===== config.mk =====
export PLATFORM = sky130hd
export DESIGN_NAME = heater_pwm_driver
export DESIGN_NICKNAME = d
export VERILOG_FILES = /design/src/rtl/heater_pkg.sv /design/src/rtl/heater_watchdog.sv /design/src/rtl/heater_pwm_driver.sv
export SDC_FILE = /design/constraint.sdc
export NUM_CORES = 1
export LEC_CHECK = 0
export BUFFER_PORTS_ARGS = -buffer_cell sky130_fd_sc_hd__buf_4
export CAP_MARGIN = 20
export CORE_MARGIN = 2
export CORE_UTILIZATION = 45
export CTS_CLUSTER_DIAMETER = 30
export CTS_CLUSTER_SIZE = 10
export DETAILED_ROUTE_END_ITERATION = 16
export GPL_ROUTABILITY_DRIVEN = 0
export PLACE_DENSITY = 0.68
export SKIP_LAST_GASP = 1
export SLEW_MARGIN = 20
export SYNTH_ARGS = -nofsm -noshare
export SYNTH_HDL_FRONTEND = slang
export SYNTH_SLANG_ARGS = --single-unit

===== constraint.sdc =====
create_clock -name CLK -period 4.8 [get_ports CLK]
set_input_delay 0 -clock CLK [delete_from_list [all_inputs] [get_ports CLK]]
set_output_delay 0 -clock CLK [all_outputs]
set_load 0.005 [all_outputs]

===== src/rtl/heater_pkg.sv =====
// Shared definitions for the heater PWM driver: FSM state encoding, duty range
// derivation and the signed-response to duty-count arithmetic.
package heater_pkg;

  typedef enum logic [1:0] {
    IDLE  = 2'd0,
    RUN   = 2'd1,
    FAULT = 2'd2
  } heater_state_e;

  function automatic int duty_max(input int period_bits);
    return (1 << period_bits) - 1;
  endfunction

  // One response LSB (1/16 degC) equals one duty count; negatives switch off.
  function automatic int clamp_duty(input int resp, input int period_bits);
    int dmax;
    dmax = duty_max(period_bits);
    if (resp <= 0) return 0;
    if (resp > dmax) return dmax;
    return resp;
  endfunction

  function automatic int slew_toward(input int cur, input int tgt, input int step);
    if (tgt > cur + step) return cur + step;
    if (tgt < cur - step) return cur - step;
    return tgt;
  endfunction

endpackage


===== src/rtl/heater_watchdog.sv =====
// Sample watchdog: counts PWM wraps since the last captured PID sample and
// flags expiry on the wrap that completes TIMEOUT_PERIODS silent periods.
module heater_watchdog #(
  parameter int TIMEOUT_PERIODS = 16
) (
  input  logic CLK,
  input  logic nRST,
  input  logic wrap,
  input  logic capture,
  input  logic clear,
  output logic expired
);

  localparam int            CW        = $clog2(TIMEOUT_PERIODS + 1);
  localparam logic [CW-1:0] LAST_WRAP = CW'(TIMEOUT_PERIODS - 1);
  localparam logic [CW-1:0] LIMIT     = CW'(TIMEOUT_PERIODS);

  logic [CW-1:0] wraps_q, wraps_d;

  // A capture on the expiring wrap restarts the count rather than tripping.
  assign expired = wrap && !capture && !clear && (wraps_q == LAST_WRAP);

  always_comb begin
    // NOTE: default assignment first, so no path through this block can infer a latch.
    wraps_d = wraps_q;
    if (clear || capture) begin
      wraps_d = '0;
    end else if (wrap && (wraps_q < LIMIT)) begin
      wraps_d = wraps_q + CW'(1);
    end
  end

  always_ff @(posedge CLK or negedge nRST) begin
    // NOTE: state is updated with non-blocking assignments so every flop samples pre-edge values.
    if (!nRST) begin
      wraps_q <= '0;
    end else begin
      wraps_q <= wraps_d;
    end
  end

endmodule


===== src/rtl/heater_pwm_driver.sv =====
// Heater element PWM stage: captures clamped PID samples, drives a fixed-period
// PWM and trips a latched fault when samples stop. Define HEATER_PWM_SOFTSTART_EN
// to slew the active duty by at most SLEW_STEP per period.
module heater_pwm_driver
  import heater_pkg::*;
#(
  parameter int WIDTH           = 12,
  parameter int PERIOD_BITS     = 8,
  parameter int TIMEOUT_PERIODS = 16,
  parameter int SLEW_STEP       = 8
) (
  input  logic                   CLK,
  input  logic                   nRST,
  input  logic                   enable,
  input  logic [WIDTH-1:0]       response,
  input  logic                   computed,
  output logic                   heater_on,
  output logic [PERIOD_BITS-1:0] duty,
  output logic                   period_start,
  output logic                   fault
);

  localparam logic [PERIOD_BITS-1:0] DUTY_MAX = PERIOD_BITS'(duty_max(PERIOD_BITS));

`ifdef HEATER_PWM_SOFTSTART_EN
  localparam bit SOFTSTART = 1'b1;
`else
  localparam bit SOFTSTART = 1'b0;
`endif

  // Without soft-start the step limit spans the whole range, so the duty jumps.
  localparam int STEP_LIMIT = SOFTSTART ? SLEW_STEP : duty_max(PERIOD_BITS) + 1;

  heater_state_e          state_q, state_d;
  logic [PERIOD_BITS-1:0] cnt_q, cnt_d;
  logic [PERIOD_BITS-1:0] duty_q, duty_d;
  logic [PERIOD_BITS-1:0] pending_q, pending_d;
  logic                   computed_q;
  logic                   heater_on_q, heater_on_d;
  logic                   period_start_q, period_start_d;
  logic                   fault_q, fault_d;

  int                     resp_ext;
  logic [PERIOD_BITS-1:0] mapped_duty;
  logic                   capture;
  logic                   wrap;
  logic                   wd_clear;
  logic                   wd_expired;

  assign resp_ext    = int'($signed(response));
  assign mapped_duty = PERIOD_BITS'(clamp_duty(resp_ext, PERIOD_BITS));
  assign capture     = computed && !computed_q;
  assign wrap        = (state_q == RUN) && (cnt_q == DUTY_MAX);
  assign wd_clear    = (state_q != RUN);

  heater_watchdog #(
    .TIMEOUT_PERIODS(TIMEOUT_PERIODS)
  ) u_watchdog (
    .CLK    (CLK),
    .nRST   (nRST),
    .wrap   (wrap),
    .capture(capture),
    .clear  (wd_clear),
    .expired(wd_expired)
  );

  always_comb begin
    state_d     = state_q;
    cnt_d       = cnt_q;
    duty_d      = duty_q;
    // A capture on the wrap cycle feeds the new duty straight into the next period.
    pending_d   = capture ? mapped_duty : pending_q;
    heater_on_d = (state_q == RUN) && (cnt_q < duty_q);

    case (state_q)
      IDLE: begin
        cnt_d  = '0;
        duty_d = '0;
        if (enable) state_d = RUN;
      end
      RUN: begin
        if (!enable) begin
          state_d = IDLE;
          cnt_d   = '0;
          duty_d  = '0;
        end else if (wd_expired) begin
          state_d = FAULT;
          cnt_d   = '0;
          duty_d  = '0;
        end else begin
          cnt_d = cnt_q + PERIOD_BITS'(1);
          if (wrap) begin
            duty_d = PERIOD_BITS'(slew_toward(int'(duty_q), int'(pending_d), STEP_LIMIT));
          end
        end
      end
      FAULT: begin
        cnt_d  = '0;
        duty_d = '0;
        if (!enable) state_d = IDLE;
      end
      default: begin
        state_d = IDLE;
        cnt_d   = '0;
        duty_d  = '0;
      end
    endcase

    period_start_d = (state_d == RUN) && (cnt_d == '0);
    fault_d        = (state_d == FAULT);
  end

  always_ff @(posedge CLK or negedge nRST) begin
    if (!nRST) begin
      state_q        <= IDLE;
      cnt_q          <= '0;
      duty_q         <= '0;
      pending_q      <= '0;
      computed_q     <= 1'b0;
      heater_on_q    <= 1'b0;
      period_start_q <= 1'b0;
      fault_q        <= 1'b0;
    end else begin
      state_q        <= state_d;
      cnt_q          <= cnt_d;
      duty_q         <= duty_d;
      pending_q      <= pending_d;
      computed_q     <= computed;
      heater_on_q    <= heater_on_d;
      period_start_q <= period_start_d;
      fault_q        <= fault_d;
    end
  end

  assign heater_on    = heater_on_q;
  assign duty         = duty_q;
  assign period_start = period_start_q;
  assign fault        = fault_q;

endmodule


# Yosys cells after proc, flatten, opt, wreduce, memory -nomap -nowiden

Index checks and enable logic that the tools add are counted.

Add/subtract/negate cells: 4
Order comparisons: 6
Equal/unequal tests: 8
Multiplexer cells: 36
Reductions and logical operators: 15

Operators by type and width:

| operator               | count |
|---|---|
| $mux W8                | 15 |
| $mux W1                | 14 |
| $gt A12 B9 Y1 const B  | 1 |
| $le A12 B1 Y1 const B  | 1 |
| $add A8 B9 Y10 const B | 1 |
| $gt A8 B10 Y1          | 1 |
| $lt A9 B10 Y1          | 1 |
| $mux W5                | 2 |
| $sub A8 B9 Y10 const B | 1 |
| $add A8 B1 Y8 const B  | 1 |
| $eq A8 B8 Y1 const B   | 1 |
| $logic_and A1 B1 Y1    | 8 |
| $logic_not A8 Y1       | 1 |
| $lt A8 B8 Y1           | 1 |
| $mux W2                | 4 |
| $pmux W2 S3            | 1 |
| $add A5 B1 Y5 const B  | 1 |
| $eq A5 B4 Y1 const B   | 1 |
| $lt A5 B5 Y1 const B   | 1 |
| $eq A2 B1 Y1 const B   | 2 |
| $eq A2 B2 Y1 const B   | 2 |
| $ne A4 B2 Y1 const B   | 1 |
| $logic_not A1 Y1       | 3 |
| $logic_not A2 Y1       | 1 |
| other kinds (3)        | 3 |

Flip-flop bits (word level): 35
Bits of input ports: 16
Output and inout bits: 11
Logic and storage cells: 78

# Depth between registers and ports, before layout

Gate-level depths: netlist (run 1).

Word-level depth: 23
Gate-level depth with buffers: 7
Gate-level depth less buffers: 7

# By module

A second synthesis (run 1) with hierarchy kept.

Cell total of the unflattened synthesis: 158
Area total of the unflattened synthesis: 1,736.7 um^2

By module, submodules not included:

| module            | instances | cells each | area each (um^2) |
|---|---|---|---|
| heater_pwm_driver | 1         | 132        | 1,460.2 |
| heater_watchdog   | 1         | 26         | 276.5 |

# Worst setup path before layout (run 1)

No wires, ideal clock.

Path type: register -> register
Start: reg u_watchdog.wraps_q[0]
End: reg period_start_q (netlist: period_start)
Data arrival time: 1,643 ps
Required time: 4,713 ps
Slack: 3,070 ps
Cell stages (with the launch flop): 8
Path buffers: 0
Period minus slack after synthesis: 1,730 ps
Cell sequence: dfrtp_1 ha_1 and3_1 ha_1 nand3_2 nor2_1 or3b_1 a211oi_2

Word-level cells in the longest chain between the ends: 7
Elaborated cells on any way between the ends: 11

Ends and longest elaborated chain:

| what                                                    | line                     | RTL |
|---|---|---|
| from (decl)                                             | heater_watchdog.sv:18    | `logic [CW-1:0] wraps_q, wraps_d;` |
| from (signal assigned)                                  | heater_watchdog.sv:38    | `wraps_q <= wraps_d;` |
| $eq A5 B4 Y1 *                                          | heater_watchdog.sv:21    | `assign expired = wrap && !capture && !clear && (wraps_q == LAST_WRAP);` |
| $logic_and A1 B1 Y1 *                                   | heater_watchdog.sv:21    |  |
| $mux W2 / $mux W8 (equally long branches)               | heater_pwm_driver.sv:86  | `end else if (wd_expired) begin` |
| $mux W2 / $mux W8 (equally long branches)               | heater_pwm_driver.sv:82  | `if (!enable) begin` |
| $pmux W2 S3 / $mux W8 (equally long branches)           | heater_pwm_driver.sv:75  | `case (state_q)` |
| $eq A2 B1 Y1 / $logic_not A8 Y1 (equally long branches) | heater_pwm_driver.sv:109 | `period_start_d = (state_d == RUN) && (cnt_d == '0);` |
| $logic_and A1 B1 Y1 *                                   | heater_pwm_driver.sv:109 |  |
| named net period_start_d                                | heater_pwm_driver.sv:40  | `logic period_start_q, period_start_d;` |
| to (signal assigned)                                    | heater_pwm_driver.sv:130 | `period_start_q <= period_start_d;` |
| to (decl)                                               | heater_pwm_driver.sv:40  |  |

The timed path passes the listed nets; every way through them passes the cells marked *.
A chain may end at the register's enable or synchronous reset.

# Worst setup path in the final report (run 1)

Start: reg cnt_q[1]
End: reg duty_q[0] (netlist: duty[0])

Word-level cells in the longest chain between the ends: 8
Elaborated cells on any way between the ends: 9

Ends and longest elaborated chain:

| what                              | line                     | RTL |
|---|---|---|
| from (decl)                       | heater_pwm_driver.sv:35  | `logic [PERIOD_BITS-1:0] cnt_q, cnt_d;` |
| from (signal assigned)            | heater_pwm_driver.sv:125 | `cnt_q <= cnt_d;` |
| $eq A8 B8 Y1 *                    | heater_pwm_driver.sv:53  | `assign wrap = (state_q == RUN) && (cnt_q == DUTY_MAX);` |
| $logic_and A1 B1 Y1 *             | heater_pwm_driver.sv:53  |  |
| $logic_and A1 B1 Y1 (3 in series) | heater_watchdog.sv:21    |  |
| $mux W8                           | heater_pwm_driver.sv:86  |  |
| $mux W8                           | heater_pwm_driver.sv:82  |  |
| $mux W8                           | heater_pwm_driver.sv:75  |  |
| to (signal assigned)              | heater_pwm_driver.sv:126 | `duty_q <= duty_d;` |
| to (decl)                         | heater_pwm_driver.sv:36  | `logic [PERIOD_BITS-1:0] duty_q, duty_d;` |

Every way passes the cells marked *; elsewhere a longest branch is shown, timed or not.

==> results of run 1 <==
==> worst max-delay path by stage <==
| stage | from | endpoint | slack [ns] | cells past startpoint |
|---|---|---|---|---|
| global route | computed | duty[0]$_DFFE_PN0P_ | 2.71 | 7 |
| global placement | cnt_q[1]$_DFF_PN0_ | duty[4]$_DFFE_PN0P_ | 2.97 | 6 |
| CTS | u_watchdog.wraps_q[0]$_DFFE_PN0P_ | period_start$_DFF_PN0_ | 2.87 | 7 |
| finish | cnt_q[1]$_DFF_PN0_ | duty[0]$_DFFE_PN0P_ | 2.89 | 6 |
| floorplan | u_watchdog.wraps_q[0]$_DFFE_PN0P_ | period_start$_DFF_PN0_ | 3.07 | 7 |
| detailed placement | cnt_q[1]$_DFF_PN0_ | duty[0]$_DFFE_PN0P_ | 2.90 | 6 |
==> registers in the layout, indices dropped and copies added (netlist names) <==
name	count
fault	1
heater_on	1
state_q	2
pending_q	8
cnt_q	8
duty	8
u_watchdog.wraps_q	5
period_start	1
computed_q	1
==> power groups by stage <==
stage          Sequential [mW]  Clock (mW)  Combinational, mW
2_1_floorplan            0.317           0             0.0262
3_3_place_gp             0.318           0             0.0503
3_5_place_dp             0.318           0             0.0513
4_1_cts                  0.312       0.217             0.0540
5_1_grt                  0.313       0.231             0.0606
6_report                 0.313       0.213             0.0528
==> synth_stat cells, drive strengths merged <==
cell / instances / share of area, %
buf: 5 / 1.5
o31ai: 6 / 2.5
xnor2: 6 / 3.0
a21oi: 4 / 1.1
and2: 1 / 0.35
or2: 1 / 0.35
nand2b: 2 / 0.71
o21a: 2 / 0.85
nand3: 5 / 1.7
or3b: 1 / 0.50
nor3: 3 / 1.1
nor2b: 2 / 0.71
a211oi: 4 / 2.0
xor2: 4 / 2.0
nor2: 28 / 6.1
o2111ai: 1 / 0.50
a31oi: 2 / 0.71
or3: 1 / 0.35
and3: 1 / 0.35
nand4: 8 / 3.7
clkbuf: 1 / 0.21
ha: 10 / 7.1
dfrtp: 35 / 50
o21ai: 5 / 2.1
nand2: 31 / 6.6
inv: 11 / 2.3
a21o: 3 / 1.3
nor3b: 1 / 0.42
o211ai: 1 / 0.42
==> layout by cell type (no fill, tap or decap), drive strengths merged <==
cell	n
o211ai	1
inv	11
nor2	28
nor3b	1
ha	10
a31oi	2
nand3	5
and3	1
a21oi	4
or2	1
nand2	31
and2	1
o31ai	6
xor2	4
dfrtp	35
o21ai	5
buf	26
clkinv	1
nor3	3
dlygate4sd3	4
clkbuf	6
o2111ai	1
or3b	1
nor2b	2
or3	1
nand4	8
nand2b	2
o21a	2
a21o	3
a211oi	4
xnor2	6
==> through the flow <==
| step | utilization [%] | instance area, um2 |
|---|---|---|
| floorplan | - | 1770 |
| global placement | 53.6 | 1990 |
| detailed placement | 53.6 | 1990 |
| CTS | 57.1 | 2120 |
| global route | 57.1 | 2120 |
| finish | 57.1 | 2120 |
==> cell families (layout without fill, tap and decap cells) <==
family	after synthesis	in the layout	share of synthesized area, %
buffers and inverters	17	48	4.03
DFF	35	35	49.5
xor gates and xnor gates	10	10	4.95
AOI/OAI and AO/OA	28	28	11.5
adders and majority gates	10	10	7.08
and+or+nand+nor	85	85	22.9
==> routing by layer <==
metal / GRT usage (%) / wire [um] / vias to the layer above
li1: - / - / 690
met1: 23.6 / 1660 / 624
met2: 30.9 / 1730 / 19
met3: 6.59 / 144 / 4
met4: 5.36 / 38 / 0
met5: 0 / 0 / -
==> cell type report <==
class	count	area (um2)
clock inverter	1	5.00
sequential	35	876
fill	328	1600
clock buffer	6	82.6
multi-input combinational	133	821
inverter	11	41.3
timing repair buffer	30	235
tap	48	60.1
==> what timing repair did <==
action,4_1_cts,5_1_grt
endpoints found under the hold margin,44,0
hold buffers,4,0
setup buffers,0,0
==> worst max-delay path, stage by stage, from the launching register on <==
cell and delay (ns):
dfrtp_1 0.43, ha_1 0.33, nand4_4 0.16, or2_1 0.31, o21ai_4 0.29, a211oi_1 0.09, a21o_1 0.18
==> flow_summary.toml, run 1 <==
[power_and_ir_drop]
power_mw = 0.578
seqPwrFrac_pct = 54.1
p_leak_nw = 1.02
peakVddDrop_mv = 0.179
p_int_mw = 0.443
p_switching_mw = 0.135
power.density_mw_per_mm2 = 273
switching_share_pct = 23.4
comb_power_share_pct = 9.1
power_frac_clock_pct = 36.8

[final_layout]
layout-drive-gt1-share_pct = 18.1
areaGrowthSynthToFinish_pct = 20.0
final_cells = 264
diodes = 0
final_net_count = 242

[sta]
slew_headroom_pct = 58.8
min_period_ns = 1.91
holdWs_ns = -0.00755
fin_ws_ns = 2.89
max_freq_ghz = 0.524
hold_viol_final = 2
slew_violations = 0
clock_skew_ns = 0.00563
grt_setup_unrepaired = "false"
fin_setup_tns_ns = 0
timing.final.crit_share_pct = 39.8
worst_pin_slew_ns = 0.618
final-setup-viol-count = 0

[logic_synthesis]
syn-num-nets = 211
synth.distinct_cells = 37
synth_warnings = 0
synth_area_per_cell_um2 = 9.56
synthCells = 185
syn_area_mm2 = 0.00177
ys_ff_latch = 35
seq_area_frac_synth_pct = 49.5

[detailed_routing]
drt_iter0_drc = 62
vias = 1337
drc_errors = 0
vias_per_cell = 5.06
drt-total-wl_um = 3570
ant_nets = 0
post_drt_wl_per_cell_um = 13.5
first_pass_iters = 4

[die]
die_y_um = 66.7
dieArea_mm2 = 0.00445
pin_count = 27
die_x_um = 66.7
rows = 22
start_util_pct = 47.6
core_area_mm2 = 0.00372

[status]
status = "complete, but fails checks"
failed_checks = "negative hold slack"

[hold_path]
holdPathStages = 3
hp-class = "input pin to flop"
worstHoldStart = "response[0]"
worst_hold_path.endpoint = "pending_q[0]$_DFF_PN0_"

[place]
pre_cts_ws_ns = 2.90
hpwlAfterDp_um = 2730
port_buffers = 26
dp_cells = 253

[setup_path]
ff2ff_path_depth = 6
cp-end-kind = "flop"
rrSetupSlack_ns = 2.89
reg2reg_to = "duty[0]$_DFFE_PN0P_"
crit_path_start_kind = "flop"
crit_type = "flop to flop"
crit_fanout = 10
worstPathRequired_ns = 4.99
cp.arrival_ns = 2.10
r2r-start = "cnt_q[1]$_DFF_PN0_"

[grt]
grt_max_degree = 36
grt_pass1_wl_um = 6090
first_global_vias = 1325
grt.overflow.total = 0
antenna_found_initial = 0
track_usage_pct = 18.9

[clocking]
cts_tree = "done"
clockRootBuffer = "clkbuf_8"
cts_buffers = 5
clockBufferDepth = 2
ctsResizeCount = 0
cts_sinks = 35
clkTransAtPathRegs_ns = 0.06
htreeDepth = 2
worstSkewPairLatency_ns = 0.29

[job]
maxCapViolCount = 0
Power figures use the tool's default switching activity.
==> run 2: changes to the inputs <==
clock period = 1.9 ns   (was 4.8 ns; I/O delays follow)
==> run 2 against run 1 <==
The flow now finishes without violations. Clock power grew 140%. First-iteration DRC count grew 15%. Critical path depth unchanged. Global-route usage up 1.2 points. Count of clock-buffer cells in the layout increased by 1. Worst hold slack gained 0.024 ns. Routed wire length is 2.0% higher. Highest routed layer unchanged.
==> flow_summary.toml, run 2 (synthesis results as in run 1) <==
[setup_path]
cp.arrival_ns = 2.00
path_cells = "ha_1 -> nand4_4 -> or2_4 -> nor2_1 -> or3b_1 -> a211oi_2"
crit_fanout = 6
slowest_delay_ns = 0.44
crit_path_start_kind = "flop"
worstPathRequired_ns = 2.09
slowest_stage = "dfrtp_1"
rrSetupSlack_ns = 0.09
cp-end-kind = "flop"
crit_type = "flop to flop"

[grt]
grt_max_degree = 36
antenna_found_initial = 0
grt_pass1_wl_um = 6610
grt.overflow.total = 0
first_global_vias = 1461
track_usage_pct = 20.1

[detailed_routing]
drt-total-wl_um = 3640
vias = 1415
first_pass_iters = 4
ant_nets = 0
drt_iter0_drc = 71
vias_per_cell = 5.22
drc_errors = 0
post_drt_wl_per_cell_um = 13.4

[hold_path]
hp-class = "input pin to flop"

[die]
die_x_um = 66.7
pin_count = 27
start_util_pct = 47.6
rows = 22
dieArea_mm2 = 0.00445
core_area_mm2 = 0.00372
die_y_um = 66.7

[sta]
grt_setup_unrepaired = "false"
worst_pin_slew_ns = 0.435
slew_headroom_pct = 71.0
max_freq_ghz = 0.553
holdWs_ns = 0.0161
final-setup-viol-count = 0
fin_setup_tns_ns = 0
hold_viol_final = 0
min_period_ns = 1.81
timing.final.crit_share_pct = 95.2
slew_violations = 0
clock_skew_ns = 0.00888

[job]
maxCapViolCount = 0

[final_layout]
layout_commonest_cell = "dfrtp_1"
final_cell_mix = "35 x dfrtp_1, 32 x buf_4, 31 x nand2_1, 27 x nor2_1, 11 x inv_1"
final_net_count = 248
areaGrowthSynthToFinish_pct = 22.3
diodes = 0
layout-drive-gt1-share_pct = 20.2
fill_cells = 346
multiInputGateArea_um2 = 823
seq_area_um2 = 876

[clocking]
htreeDepth = 2
worstSkewPairLatency_ns = 0.28
post-cts-setup-buffer-count = 0
clockRootBuffer = "clkbuf_8"
cts_tree = "done"
clkTransAtPathRegs_ns = 0.07
cts_sinks = 35
cts_buffers = 5
clockBufferDepth = 2

[place]
port_buffers = 26
hpwlAfterDp_um = 2820

[power_and_ir_drop]
peakVddDrop_mv = 0.404
p_leak_nw = 1.04
power.density_mw_per_mm2 = 665

[status]
status = "complete, no violations"
==> run 2: layout make-up <==
class / instances / share of cell area, %
inverters: 11 / 1.91
flip-flops and latches: 35 / 40.5
well taps: 48 / 2.78
repair buffers: 36 / 13.0
clock inverters: 1 / 0.231
clock buffers: 7 / 3.53
multi-input cells: 133 / 38.1
==> run 2: report_power, final <==
group	total, mW	leakage [nW]	internal, mW	switching [mW]
Sequential	0.789	0.468	0.776	0.0132
Combinational	0.142	0.532	0.0650	0.0770
Clock	0.506	0.0422	0.257	0.249
Total	1.44	1.04	1.10	0.339
==> run 2: timing repair <==
action,in CTS,in global routing
endpoints found under the hold margin,44,0
resized for setup,1,0
hold buffers,4,0
endpoints found under the setup margin,1,0
==> run 2: stage by stage <==
stage	power, mW	area, um2	cells	utilization (%)	worst slack, ns
detailed placement	0.940	2040	259	54.8	0.0324
floorplan	0.866	1770	185	-	0.170
global placement	0.934	2040	259	54.8	0.137
global route	1.52	2160	271	58.2	0.00552
CTS	1.45	2160	271	58.2	0.0851
finish	1.44	2160	271	58.2	0.0909
==> run 2: critical path: cells and delay by family, from the launching register on <==
kind / cells / cell delay (ns)
simple gates: 4 / 0.77
compound gates: 1 / 0.18
fa+ha+maj: 1 / 0.32
flops: 1 / 0.44
==> run 2: path summary, 6_finish.rpt <==
path                                        start  depth (start not counted)                endpoint
setup / recovery               cnt_q[0]$_DFF_PN0_                          6  period_start$_DFF_PN0_
max in group asynchronous                    nRST                          2      cnt_q[5]$_DFF_PN0_
hold reg to reg            pending_q[0]$_DFF_PN0_                          2  pending_q[0]$_DFF_PN0_
setup reg to reg               cnt_q[0]$_DFF_PN0_                          6  period_start$_DFF_PN0_
min in group asynchronous                    nRST                          2     duty[4]$_DFFE_PN0P_
hold / removal                        response[4]                          3  pending_q[4]$_DFF_PN0_
==> run 2: metal layers <==
| metal | share of wire [%] | up-vias | GRT usage [%] |
|---|---|---|---|
| li1 | - | 704 | - |
| met1 | 45 | 680 | 24.9 |
| met2 | 49 | 27 | 32.5 |
| met3 | 4.5 | 4 | 6.42 |
| met4 | 1.5 | 0 | 7.65 |
| met5 | 0 | - | 0 |
